[src/rtl/capture_pkg.sv]
// rtl/capture_pkg.sv - shared constants and state type for the capture controller
package capture_pkg;

  localparam int DEPTH  = 512;
  localparam int ADDR_W = 9;

  typedef enum logic [2:0] {
    IDLE  = 3'd0,
    PRE   = 3'd1,
    ARMED = 3'd2,
    POST  = 3'd3,
    DONE  = 3'd4
  } cap_state_t;

endpackage

[src/rtl/cap_ptr.sv]
// rtl/cap_ptr.sv - wrapping sample RAM write pointer with enable and synchronous clear
module cap_ptr #(
  parameter int ADDR_W = capture_pkg::ADDR_W
) (
  input  logic              clk,
  input  logic              rst_n,
  input  logic              en_i,
  input  logic              clr_i,
  output logic [ADDR_W-1:0] ptr_o
);

  logic [ADDR_W-1:0] ptr_q, ptr_d;

  // Clear wins over advance; the power-of-two width gives the wrap for free.
  always_comb begin
    ptr_d = ptr_q;
    if (clr_i) begin
      ptr_d = '0;
    end else if (en_i) begin
      ptr_d = ptr_q + {{(ADDR_W-1){1'b0}}, 1'b1};
    end
  end

  // Pointer register.
  always_ff @(posedge clk or negedge rst_n) begin
    if (!rst_n) begin
      ptr_q <= '0;
    end else begin
      ptr_q <= ptr_d;
    end
  end

  assign ptr_o = ptr_q;

endmodule

[src/rtl/capture_ctrl.sv]
// rtl/capture_ctrl.sv - pre/post-trigger capture sequencer for a circular sample RAM
module capture_ctrl #(
  parameter int DEPTH  = capture_pkg::DEPTH,
  parameter int ADDR_W = capture_pkg::ADDR_W
) (
  input  logic              clk,
  input  logic              rst_n,
  input  logic              run,
  input  logic              wrt_smpl,
  input  logic              triggered,
  input  logic [ADDR_W-1:0] trig_pos,
  input  logic              clr_cap_done,
  input  logic              abort,
  output logic              we,
  output logic [ADDR_W-1:0] waddr,
  output logic              armed,
  output logic              capture_done,
  output logic [ADDR_W-1:0] end_addr
);

  import capture_pkg::*;

  localparam int              CNT_W   = ADDR_W + 1;
  localparam logic [CNT_W-1:0] DEPTH_C = CNT_W'(DEPTH);
  localparam logic [CNT_W-1:0] ONE_C   = CNT_W'(1);

  cap_state_t        state_q, state_d;
  logic [CNT_W-1:0]  smpl_cnt_q, smpl_cnt_d;
  logic [CNT_W-1:0]  post_cnt_q, post_cnt_d;
  logic              armed_q, armed_d;
  logic              done_q, done_d;
  logic [ADDR_W-1:0] end_addr_q, end_addr_d;

  logic              ptr_clr;
  logic              active;
  logic [ADDR_W-1:0] waddr_nxt;
  logic [CNT_W-1:0]  trig_pos_w;
  logic [CNT_W-1:0]  pre_target;
  logic [CNT_W-1:0]  smpl_inc;
  logic [CNT_W-1:0]  post_inc;

  // Pre-trigger fill length is whatever part of the RAM the post-trigger samples do not claim.
  assign trig_pos_w = {1'b0, trig_pos};
  assign pre_target = DEPTH_C - trig_pos_w;
  assign smpl_inc   = smpl_cnt_q + ONE_C;
  assign post_inc   = post_cnt_q + ONE_C;

  // Writes pass straight through while capturing; abort suppresses the cycle's write.
  assign active    = (state_q == PRE) || (state_q == ARMED) || (state_q == POST);
  assign we        = wrt_smpl && active && !abort;
  assign waddr_nxt = waddr + {{(ADDR_W-1){1'b0}}, we};

  cap_ptr #(
    .ADDR_W (ADDR_W)
  ) u_ptr (
    .clk   (clk),
    .rst_n (rst_n),
    .en_i  (we),
    .clr_i (ptr_clr),
    .ptr_o (waddr)
  );

  // Next-state, counter and pointer-clear decode; abort overrides everything at the end.
  always_comb begin
    state_d    = state_q;
    smpl_cnt_d = smpl_cnt_q;
    post_cnt_d = post_cnt_q;
    ptr_clr    = 1'b0;

    case (state_q)
      IDLE: begin
        ptr_clr    = 1'b1;
        smpl_cnt_d = '0;
        post_cnt_d = '0;
        if (run) begin
          state_d = PRE;
        end
      end
      PRE: begin
        if (we) begin
          smpl_cnt_d = smpl_inc;
          if (smpl_inc == pre_target) begin
            state_d = ARMED;
          end
        end
      end
      ARMED: begin
        // A write coinciding with the trigger is the trigger sample itself, not a post sample.
        if (triggered) begin
          state_d = (trig_pos_w == '0) ? DONE : POST;
        end
      end
      POST: begin
        if (we) begin
          post_cnt_d = post_inc;
          if (post_inc == trig_pos_w) begin
            state_d = DONE;
          end
        end
      end
      DONE: begin
        if (clr_cap_done) begin
          state_d = IDLE;
          ptr_clr = 1'b1;
        end
      end
      default: begin
        state_d = IDLE;
        ptr_clr = 1'b1;
      end
    endcase

    if (abort) begin
      state_d    = IDLE;
      smpl_cnt_d = '0;
      post_cnt_d = '0;
      ptr_clr    = 1'b1;
    end
  end

  // Registered status outputs follow the next state; end_addr latches the post-write pointer on DONE entry.
  always_comb begin
    armed_d    = (state_d == ARMED);
    done_d     = (state_d == DONE);
    end_addr_d = end_addr_q;
    if ((state_d == DONE) && (state_q != DONE)) begin
      end_addr_d = waddr_nxt;
    end
    if (abort) begin
      end_addr_d = '0;
    end
  end

  // State, counter and status registers.
  always_ff @(posedge clk or negedge rst_n) begin
    if (!rst_n) begin
      state_q    <= IDLE;
      smpl_cnt_q <= '0;
      post_cnt_q <= '0;
      armed_q    <= 1'b0;
      done_q     <= 1'b0;
      end_addr_q <= '0;
    end else begin
      state_q    <= state_d;
      smpl_cnt_q <= smpl_cnt_d;
      post_cnt_q <= post_cnt_d;
      armed_q    <= armed_d;
      done_q     <= done_d;
      end_addr_q <= end_addr_d;
    end
  end

  assign armed        = armed_q;
  assign capture_done = done_q;
  assign end_addr     = end_addr_q;

endmodule
[config.mk]
export PLATFORM = sky130hd
export DESIGN_NAME = capture_ctrl
export DESIGN_NICKNAME = d
export VERILOG_FILES = /design/src/rtl/capture_pkg.sv /design/src/rtl/cap_ptr.sv /design/src/rtl/capture_ctrl.sv
export SDC_FILE = /design/constraint.sdc
export NUM_CORES = 1
export LEC_CHECK = 0
export ABC_AREA = 1
export CAP_MARGIN = 20
export CORE_MARGIN = 4
export CORE_UTILIZATION = 25
export CTS_CLUSTER_DIAMETER = 60
export DETAILED_ROUTE_END_ITERATION = 10
export PLACE_DENSITY = 0.46
export SLEW_MARGIN = 0
export SYNTH_ARGS = -nofsm -noshare
export SYNTH_HDL_FRONTEND = slang
export SYNTH_SLANG_ARGS = --single-unit
[constraint.sdc]
create_clock -name clk -period 2.3 [get_ports clk]
set_input_delay 0.46 -clock clk [delete_from_list [all_inputs] [get_ports clk]]
set_output_delay 0.46 -clock clk [all_outputs]
set_load 0.05 [all_outputs]
======== Word level (Yosys, flattened, before mapping) ========
Cells that the tools add are included.
word-level totals
  register bits after elaboration ......... 43
  output and inout bits ................... 21
  bits of input ports ..................... 16
operators by class
  equality and inequality tests ........... 11
  reduce and logical (&&, ||, !) cells .... 15
  muxes and demuxes ....................... 23
  add/sub/neg operators ................... 5
operators with widths
  cell                     number
  $mux W10                 4
  $pmux W10 S2             2
  $mux W9                  4
  $mux W3                  9
  $add A10 B1 Y10 const B  2
  $pmux W3 S5              1
  $eq A10 B10 Y1           1
  $eq A10 B9 Y1            1
  $logic_not A10 Y1        1
  $sub A10 B9 Y10 const A  1
  $add A9 B1 Y9            1
  $add A9 B1 Y9 const B    1
  $eq A3 B2 Y1 const B     3
  $ne A3 B3 Y1 const B     3
  $eq A3 B3 Y1 const B     2
  $reduce_bool A3 Y1       2
  $reduce_and A2 Y1        2
  $reduce_bool A2 Y1       2
  $eq A3 B1 Y1 const B     1
  $logic_and A1 B1 Y1      3
  $logic_not A3 Y1         1
  $reduce_or A3 Y1         1
  $logic_or A1 B1 Y1       2
  $mux W1                  2
  other kinds (2)          2

======== Logic depth before layout (Yosys ltp) ========
Gate-level depths: netlist of run 1.
  depth in word-level cells ............... 12
  depth in mapped cells ................... 15
  gate-level depth less buffers ........... 15

======== Modules after synthesis ========
Synthesis of run 1 repeated with hierarchy kept, for this count alone.
second synthesis, totals
  cell total of the unflattened synthesis .. 431
  area total of the unflattened synthesis .. 3034.2 sq um
by module, submodules not included
  module        instances  cells an instance  area each (sq um)  seq. area each (sq um)
  capture_ctrl  1          364                2527.4             850.8
  cap_ptr       1          67                 506.7              225.2

======== Worst setup path before layout of run 1 ========
OpenSTA, ideal clock, no wires.
  path type ............................... input to register
  start ................................... in abort
  end ..................................... reg end_addr_q[6], in the netlist end_addr[6]
  setup time .............................. 0.066 ns
  data arrival time ....................... 2.047 ns
  cell stages on the path ................. 11
  setup slack ............................. 0.187 ns
  data required time ...................... 2.234 ns
  path through ............................ buf_2 nor2_4 ha_1 ha_1 nand2_1 nor2_1 inv_1 nor2_1 xor2_1 nand4_1 nand2_1
between the ends
  longest elaborated chain between the ends .. 8
  elaborated cells on any way between the ends .. 12
  those cells by class .................... add/sub (1); eq/ne (1); mux (6); reduce/logical (4)
RTL lines
  item                                                                   line                 source
  start: declaration                                                     capture_ctrl.sv:13   input logic abort,
  $logic_not A1 Y1 *                                                     capture_ctrl.sv:50   assign we = wrt_smpl && active && !abort;
  $logic_and A1 B1 Y1 *                                                  capture_ctrl.sv:50
  net we                                                                 capture_ctrl.sv:14   output logic we,
  parallel branches: the longest is 6 deep, another holds $add A9 B1 Y9  --
  end signal: assignment                                                 capture_ctrl.sv:149  end_addr_q <= end_addr_d;
  end: declaration                                                       capture_ctrl.sv:32   logic [ADDR_W-1:0] end_addr_q, end_addr_d;
Mark *: on every way through the listed nets, which the timed path passes. The select of a mux whose other input is x is not followed.
A chain may end at the register's enable or synchronous reset.

======== Worst setup path after layout of run 1 ========
  start ................................... in wrt_smpl
  end ..................................... reg end_addr_q[8], in the netlist end_addr[8]
between the ends
  longest elaborated chain between the ends .. 8
  elaborated cells on any way between the ends .. 12
  those cells by class .................... add/sub (1); eq/ne (1); mux (6); reduce/logical (4)
RTL lines
  item                                                                   line                source
  start: declaration                                                     capture_ctrl.sv:9   input logic wrt_smpl,
  $logic_and A1 B1 Y1 * (2 in a row)                                     capture_ctrl.sv:50
  parallel branches: the longest is 6 deep, another holds $add A9 B1 Y9  --
Mark *: on every way between the ends. The select of a mux whose other input is x is not followed.

==> results of run 1 <==
cells in the final DEF, fill, tap and decap left out, types with 3 or more instances in the layout:
| cell type | instances |
|---|---|
| dfrtp_1 | 43 |
| nand3_2 | 3 |
| nand4_1 | 14 |
| o21ai_0 | 12 |
| nor3_1 | 8 |
| nand2_1 | 126 |
| clkdlybuf4s50_1 | 32 |
| inv_1 | 55 |
| xor2_1 | 9 |
| o22ai_1 | 16 |
| xnor2_1 | 3 |
| nor2_1 | 28 |
| clkbuf_16 | 5 |
| nand3_1 | 47 |
| a21oi_1 | 7 |
| ha_1 | 5 |
| inv_2 | 11 |
| nor2_2 | 9 |
| buf_4 | 39 |
cell families after synthesis:
kind of cell / share of synthesized area
adder cells (fa/ha/maj): 0.02963
AO/OA/AOI/OAI: 0.08849
AND/OR/NAND/NOR: 0.3810
XOR/XNOR: 0.03557
flip-flops: 0.3641
multiplexers: 0.003387
buffers and inverters: 0.09780
state kept, by name, indices dropped and copies added, names as in the netlist:
name / flops
armed: 1
capture_done: 1
end_addr: 9
post_cnt_q: 10
smpl_cnt_q: 10
state_q: 3
u_ptr.ptr_o: 9
worst paths after layout:
check                               from       endpoint  slack [ns]  cells past startpoint
min                                rst_n  smpl_cnt_q[8]        0.08                      1
min reg2reg                  end_addr[6]    end_addr[6]        0.51                      2
max                             wrt_smpl    end_addr[8]        0.18                     12
min in group clk             end_addr[6]    end_addr[6]        0.51                      2
max in group asynchronous          rst_n    end_addr[6]        1.64                      2
max reg2reg                post_cnt_q[1]    end_addr[4]        0.20                     14
synthesized netlist by cell type, types with 8 or more instances:
master / instances / share of area
o21ai_0: 12 / 0.020
nor3_1: 8 / 0.014
inv_2: 8 / 0.010
inv_1: 58 / 0.074
nand4_1: 14 / 0.030
o22ai_1: 16 / 0.034
nand2_1: 126 / 0.16
nand3_1: 47 / 0.080
dfrtp_1: 43 / 0.36
xor2_1: 9 / 0.027
nor2_1: 33 / 0.042
final cells by class:
class / instances / area, µm²
clock buffer: 5 / 125.1
clock inverter: 3 / 20.02
fill: 1250 / 7577
inverter: 68 / 255.2
multi-input combinational: 311 / 1620
sequential: 43 / 1076
tap: 143 / 178.9
timing repair buffer: 75 / 663.1
timing repair:
action	in CTS	in global routing
gates resized for setup	1	13
pin swaps	1	4
buffers inserted	0	5
endpoints found under the hold margin	0	0
setup endpoints to repair	8	14
per-layer routing:
metal | vias to the layer above | global-route usage | part of all wire
li1 | 1551 | - | -
met1 | 1366 | 0.1798 | 0.50
met2 | 27 | 0.2048 | 0.46
met3 | 10 | 0.01969 | 0.021
met4 | 0 | 0.04511 | 0.020
met5 | - | 0 | 0
per-stage QoR:
stage	util	hold slack [ns]	power (µW)	setup TNS (ns)
2_1_floorplan	-	0.1644	944.1	0
3_3_place_gp	0.3231	0.4042	1087	-3.204
3_5_place_dp	0.3231	0.4092	1087	-3.926
4_1_cts	0.3362	0.09083	1825	0
5_1_grt	0.3420	0.1130	1888	-0.05181
6_report	0.3420	0.07545	1797	0
where the power goes:
group	total (µW)	switching, µW	internal, µW	leakage [µW]
sequential	792	21.7	771	0.000598
combinational	280	166	114	0.00119
clock	724	323	401	0.0000658
==> run_results.csv, run 1 <==
group,metric,value,unit
timing,fmax,472.7,MHz
yosys,synth_edf_count,0,
placement,gp_congestion,0.8221,
detailed_routing,wl,8405,µm
clock_network,cts_buffers,5,
placement,portBuffers,36,
clock_network,h-tree-depth,2,
yosys,syn_nets,451,
yosys,ys_seq_elements,43,
setup_path,critPathSlowestCell,"clkdlybuf4s50_1",
setup_path,crit_fanout,4,
floorplan,io_pins,37,
setup_path,path_common_cell,"nand2_1",
floorplan,core-area,11520,µm²
clock_network,insertion_delay,0.29,ns
clock_network,ctsHoldBuffers,0,
clock_network,clock_path_buffers,2,
finish,areaGrowthSynthToFinish,33.28,%
setup_path,cp.buffers_inverters,2,
detailed_routing,antenna_left,0,
job,maxCapViolations,0,
floorplan,fp.dieW,116.7,µm
grt,grt.total_usage,0.1295,
yosys,async_flop_share,1.000,
outcome,outcome,"completed",
setup_path,cp.arrival,2.30,ns
timing,skew,0.004380,ns
floorplan,dieArea,13620,µm²
timing,timing_hold_violations_final,0,
grt,grt_pass1_vias,2852,
timing,fin_ws,0.1843,ns
detailed_routing,drt_iter0_drc,134,
clock_network,cts_tree,"yes",
placement,placed_cell_area,3721,µm²
finish,drive_gt1_frac,0.1644,
timing,layout_min_cycle_time,2.116,ns
power_and_ir_drop,p_per_area,456.2,nW/µm²
setup_path,end_kind,"register",
yosys,synth_cell_type_count,36,
yosys,syn_avg_cell_area,6.905,µm²
setup_path,crit_path_max_incr_delay,0.52,ns
clock_network,cts.clk_slew.worst_paths,0.07,ns
yosys,synth_ff_type,"dfrtp_1",
yosys,seq_area_frac_synth,0.3641,
timing,post-route-period-util,0.9199,
detailed_routing,firstDrtPassIters,4,
detailed_routing,wl_per_cell,12.97,µm
setup_path,path_class,"in -> reg",
floorplan,fp.dieH,116.7,µm
grt,overflow,0,
power_and_ir_drop,vdd_drop_max,0.0002634,V
floorplan,rows,39,
placement,place_hpwl,6841,µm
detailed_routing,num_vias,2954,
setup_path,startpoint_type,"primary input",
yosys,synth_cells,428,
grt,antenna_found_initial,0,
clock_network,cts_sinks,43,
timing,slew_viol_final,0,
finish,diodes,0,
setup_path,path_cells,"clkdlybuf4s50_1 > nand3_2 > nor2_4 > ha_1 > ha_1 > nand2_1 > nor2_2 > nand2_1 > xor2_1 > inv_1 > nand4_1 > nand2_1",
timing,tightest_slew,0.5110,ns
placement,dp_cells,635,
detailed_routing,drcViolationCount,0,
clock_network,root_buffer,"clkbuf_16",
placement,dp_slack,-0.3201,ns
finish,finalNetCount,527,
setup_path,critPathTopFamily,"simple AND/OR/NAND/NOR gates",
yosys,synth_area,2955,µm²
power_and_ir_drop,p_leak,0.001857,µW
timing,setup_violations,0,
detailed_routing,avgViaCountPerCell,4.559,
hold_path,hp-class,"in -> async",
setup_path,worstPathRequired,2.48,ns
finish,stdcell_count,648,
grt,grt_pass1_wl,13880,µm
timing,slew_headroom,0.6567,
finish,fin_area,3939,µm²
floorplan,initial_core_util,0.2566,
yosys,yosys_warnings,0,
grt,grt_max_degree,21,
Power figures use the tool's default switching activity.
==> inputs of run 2 (changes only) <==
- CORE_UTILIZATION: 25 -> 50
- PLACE_DENSITY: 0.46 -> 0.77
==> run_results.csv, run 2 (synthesis gave the netlist of run 1 again) <==
group,metric,value,unit
clock_network,cts_buffers,5,
setup_path,cp.arrival,1.68,ns
finish,fin_area,3787,µm²
grt,grt.total_usage,0.2189,
setup_path,end_kind,"output port",
timing,fmax,467.3,MHz
floorplan,fp.dieW,84.88,µm
timing,setup_violations,0,
timing,timing_hold_violations_final,0,
setup_path,r2r_end,"end_addr[2]",
finish,diodes,0,
finish,reg_top3,"post_cnt_q: 10 flops, smpl_cnt_q: 10 flops",
detailed_routing,antenna_left,0,
grt,grt_pass1_wl,12910,µm
placement,place_hpwl,5974,µm
grt,antenna_found_initial,0,
detailed_routing,wl_per_cell,13.09,µm
floorplan,dieArea,7205,µm²
clock_network,h-tree-depth,2,
timing,slew_viol_final,0,
clock_network,root_buffer,"clkbuf_8",
power_and_ir_drop,vdd_drop_max,0.0004651,V
clock_network,insertion_delay,0.30,ns
floorplan,rows,27,
timing,fin_setup_tns,0,ns
timing,rsz0062_at_grt,"no",
outcome,outcome,"completed",
placement,dp_slack,-0.2751,ns
power_and_ir_drop,p_per_area,465.1,nW/µm²
grt,grt_max_degree,27,
setup_path,path_class,"reg -> out",
timing,layout_min_cycle_time,2.140,ns
setup_path,path_cells,"clkdlybuf4s50_1",
finish,final_common_cell,"nand2_1",
timing,skew,0.004383,ns
finish,drive_gt1_frac,0.1446,
detailed_routing,avgViaCountPerCell,5.333,
setup_path,crit_path_max_incr_delay,0.87,ns
setup_path,rrSetupSlack,0.26,ns
detailed_routing,wl,7462,µm
setup_path,rr_startpoint,"post_cnt_q[1]",
power_and_ir_drop,fin_total_pwr,1762,µW
finish,nFillCells,494,
floorplan,initial_core_util,0.5270,
setup_path,rr_worst_depth,14,
timing,slew_headroom,0.6493,
detailed_routing,drcViolationCount,0,
setup_path,crit_fanout,7,
floorplan,fp.dieH,84.88,µm
setup_path,critPathSlowestCell,"clkdlybuf4s50_1",
timing,post-route-period-util,0.9305,
detailed_routing,num_vias,3040,
clock_network,cts_sinks,43,
clock_network,cts_tree,"yes",
placement,gp_congestion,0.8792,
setup_path,worstPathRequired,1.84,ns
finish,utilization,0.6754,
floorplan,io_pins,37,
floorplan,core-area,5608,µm²
placement,placed_cell_area,3615,µm²
grt,grt_pass1_vias,2915,
hold_path,hp-class,"in -> async",
finish,layout_common_cells,"nand2_1 (124), inv_1 (56), nand3_1 (47)",
setup_path,cp.buffers_inverters,1,
placement,portBuffers,36,
power_and_ir_drop,p_leak,0.001826,µW
detailed_routing,firstDrtPassIters,4,
timing,tightest_slew,0.5244,ns
timing,fin_ws,0.1599,ns
finish,areaGrowthSynthToFinish,28.15,%
job,maxCapViolations,0,
finish,finalNetCount,520,
detailed_routing,drt_iter0_drc,194,
clock_network,cts.clk_slew.worst_paths,0.08,ns
setup_path,startpoint_type,"register",
setup_path,critPathTopFamily,"buffers and inverters",
clock_network,clock_path_buffers,2,
grt,overflow,0,
run 2: changes by cell type in the layout (fill, tap and decap cells not counted), sizes merged:
cell,before,now
buf,41,34
bufinv,0,2
clkinvlp,2,0
clkbuf,5,6
clkinv,3,2
run 2: how the worst max path moves through the flow:
stage	slack [ns]	to	cells after the start	startpoint
detailed placement	-0.28	armed	15	trig_pos[0]
CTS	0.03	armed	15	trig_pos[0]
global route	0.009	end_addr[6]	14	post_cnt_q[1]
global placement	-0.20	armed	15	trig_pos[0]
floorplan	0.19	end_addr[6]	11	abort
finish	0.16	waddr[2]	1	u_ptr.ptr_o[2]
run 2: routing by layer:
layer	up-vias	share of wire	track usage
met2	77	0.48	0.3495
met3	11	0.043	0.03592
li1	1547	-	-
met4	0	0.015	0.07338
met1	1405	0.46	0.3026
met5	-	0	0
run 2: final cells by class:
cell class,instances,area [µm²],area share
Clock inverter,2,60.06,0.01586
Timing Repair Buffer,68,623.1,0.1645
Sequential cell,43,1076,0.2841
Multi-Input combinational cell,311,1610,0.4252
Clock buffer,6,72.57,0.01916
Tap cell,72,90.09,0.02379
Inverter,68,255.2,0.06739
run 2: through the flow:
stage | instances | hold slack [ns]
after detailed placement | 560 | 0.4652
after CTS | 568 | 0.1443
after global placement | 560 | 0.4707
final | 570 | 0.1276
after floorplan | 428 | 0.1644
after global routing | 570 | 0.1620
run 2: what timing repair did:
item                                    in CTS  in global routing
endpoints found under the setup margin       0                 14
setup buffers                                0                  2
hold buffers                                 0                  0
gates resized for setup                      0                 11
run 2: report_power, final:
part           total, µW  internal (µW)  switching (µW)  leakage, µW
combinational        275            111             164      0.00116
clock                696            434             262    0.0000654
sequential           791            770            21.6     0.000598
==> inputs of run 3 (changes only) <==
- clock period: 2.3 -> 2 ns (I/O delays scaled with it)
==> run_results.csv, run 3 (synthesis gave the netlist of run 1 again) <==
group,metric,value,unit
timing,post-route-period-util,1.035,
setup_path,startpoint_type,"register",
outcome,violations,"negative setup slack",
detailed_routing,drt_iter0_drc,204,
placement,place_hpwl,6210,µm
power_and_ir_drop,p_per_area,478.2,nW/µm²
floorplan,initial_core_util,0.5270,
floorplan,fp.dieW,84.88,µm
finish,reg_top3,"post_cnt_q: 10 flops, smpl_cnt_q: 10 flops",
detailed_routing,wl,8680,µm
placement,placed_cell_area,3757,µm²
timing,rsz0062_at_grt,"yes",
finish,diodes,0,
grt,overflow,0,
clock_network,clock_path_buffers,2,
clock_network,cts_tree,"yes",
setup_path,end_kind,"register",
grt,grt_max_degree,27,
clock_network,root_buffer,"clkbuf_8",
detailed_routing,num_vias,3252,
grt,grt_pass1_vias,2929,
power_and_ir_drop,p_leak,0.001991,µW
timing,slew_headroom,0.6504,
job,maxCapViolations,0,
floorplan,io_pins,37,
clock_network,ctsHoldBuffers,0,
floorplan,rows,27,
timing,layout_min_cycle_time,2.070,ns
clock_network,h-tree-depth,2,
floorplan,fp.dieH,84.88,µm
detailed_routing,wl_per_cell,14.64,µm
finish,finalNetCount,543,
finish,nFillCells,412,
grt,grt_pass1_wl,13450,µm
detailed_routing,antenna_left,0,
detailed_routing,firstDrtPassIters,5,
setup_path,rrSetupSlack,-0.07,ns
clock_network,insertion_delay,0.31,ns
setup_path,worstPathRequired,2.25,ns
timing,fmax,483.1,MHz
timing,fin_ws,-0.07005,ns
setup_path,rr_worst_depth,14,
detailed_routing,avgViaCountPerCell,5.484,
finish,layout_common_cells,"nand2_1 (117), buf_4 (56), inv_1 (51)",
finish,areaGrowthSynthToFinish,40.30,%
timing,tightest_slew,0.5244,ns
clock_network,cts.clk_slew.worst_paths,0.09,ns
finish,utilization,0.7394,
finish,final_common_cell,"nand2_1",
setup_path,cp.arrival,2.32,ns
setup_path,rr_startpoint,"post_cnt_q[0]",
timing,skew,0.009604,ns
setup_path,path_class,"reg -> reg",
clock_network,cts_sinks,43,
timing,slew_viol_final,0,
grt,grt.total_usage,0.2289,
setup_path,r2r_end,"armed",
outcome,outcome,"complete, but fails checks",
clock_network,cts_buffers,5,
floorplan,dieArea,7205,µm²
setup_path,crit_fanout,2,
finish,drive_gt1_frac,0.2649,
floorplan,core-area,5608,µm²
timing,timing_hold_violations_final,0,
timing,setup_violations,6,
hold_path,hp-class,"in -> async",
finish,fin_area,4146,µm²
placement,portBuffers,36,
placement,gp_congestion,0.9266,
power_and_ir_drop,vdd_drop_max,0.0003762,V
grt,antenna_found_initial,0,
detailed_routing,drcViolationCount,0,
## run 3: report_power, final
group	total [µW]	switching, µW	internal (µW)
clock	704	331	372
combinational	363	212	151
sequential	917	30.3	886
## run 3: worst max path at each step
stage	to	cells past startpoint	slack (ns)	start
finish	armed	14	-0.07	post_cnt_q[0]
global route	armed	14	-0.23	post_cnt_q[1]
CTS	end_addr[2]	14	-0.008	post_cnt_q[0]
detailed placement	armed	15	-0.55	trig_pos[1]
global placement	end_addr[6]	13	-0.42	trig_pos[1]
floorplan	end_addr[6]	12	-0.03	state_q[2]
## run 3: metrics by stage
step	TNS [ns]	hold slack [ns]	std cells	power [µW]	setup slack, ns
floorplan	-0.03028	0.1044	428	1094	-0.02700
global placement	-6.211	0.3992	575	1253	-0.4225
detailed placement	-7.723	0.4030	575	1260	-0.5523
CTS	-0.01648	0.07266	586	1962	-0.007642
global route	-2.305	0.09885	593	2063	-0.2297
finish	-0.1345	0.05621	593	1983	-0.07005
## run 3: repair_timing
action,CTS,global route
gates resized for setup,16,47
endpoints found under the setup margin,14,16
cloned,0,1
setup buffers,3,6
pin swaps,7,16
## run 3: critical path, cell delays in order, from the launching register on
cell and delay [ns]:
dfrtp_1 0.42, ha_4 0.29, inv_2 0.04, nand2_1 0.04, nand2_1 0.05, nor2_1 0.07
nand3_1 0.09, nor2_1 0.13, nand3_1 0.11, nor2_2 0.12, buf_4 0.12, nand3_1 0.10
a21boi_2 0.22, nand3_2 0.09, nor2_2 0.12
## run 3: cell type report
class	count	area, µm²	share of cell area
clock inverters	3	43.79	0.01056
flip-flops and latches	43	1077	0.2598
multi-input cells	312	1814	0.4375
repair buffers	90	794.5	0.1916
clock buffers	5	68.82	0.01660
well taps	72	90.09	0.02173
inverters	68	257.7	0.06216
## run 3: layer usage
metal  share of wire  vias up  global-route usage  wire, µm
met4           0.025        0             0.07482       221
met2            0.49      113              0.3779      4231
met1            0.43     1522              0.3097      3746
met5               0        -                   0         0
li1                -     1589                   -         -
met3           0.055       28             0.03301       480
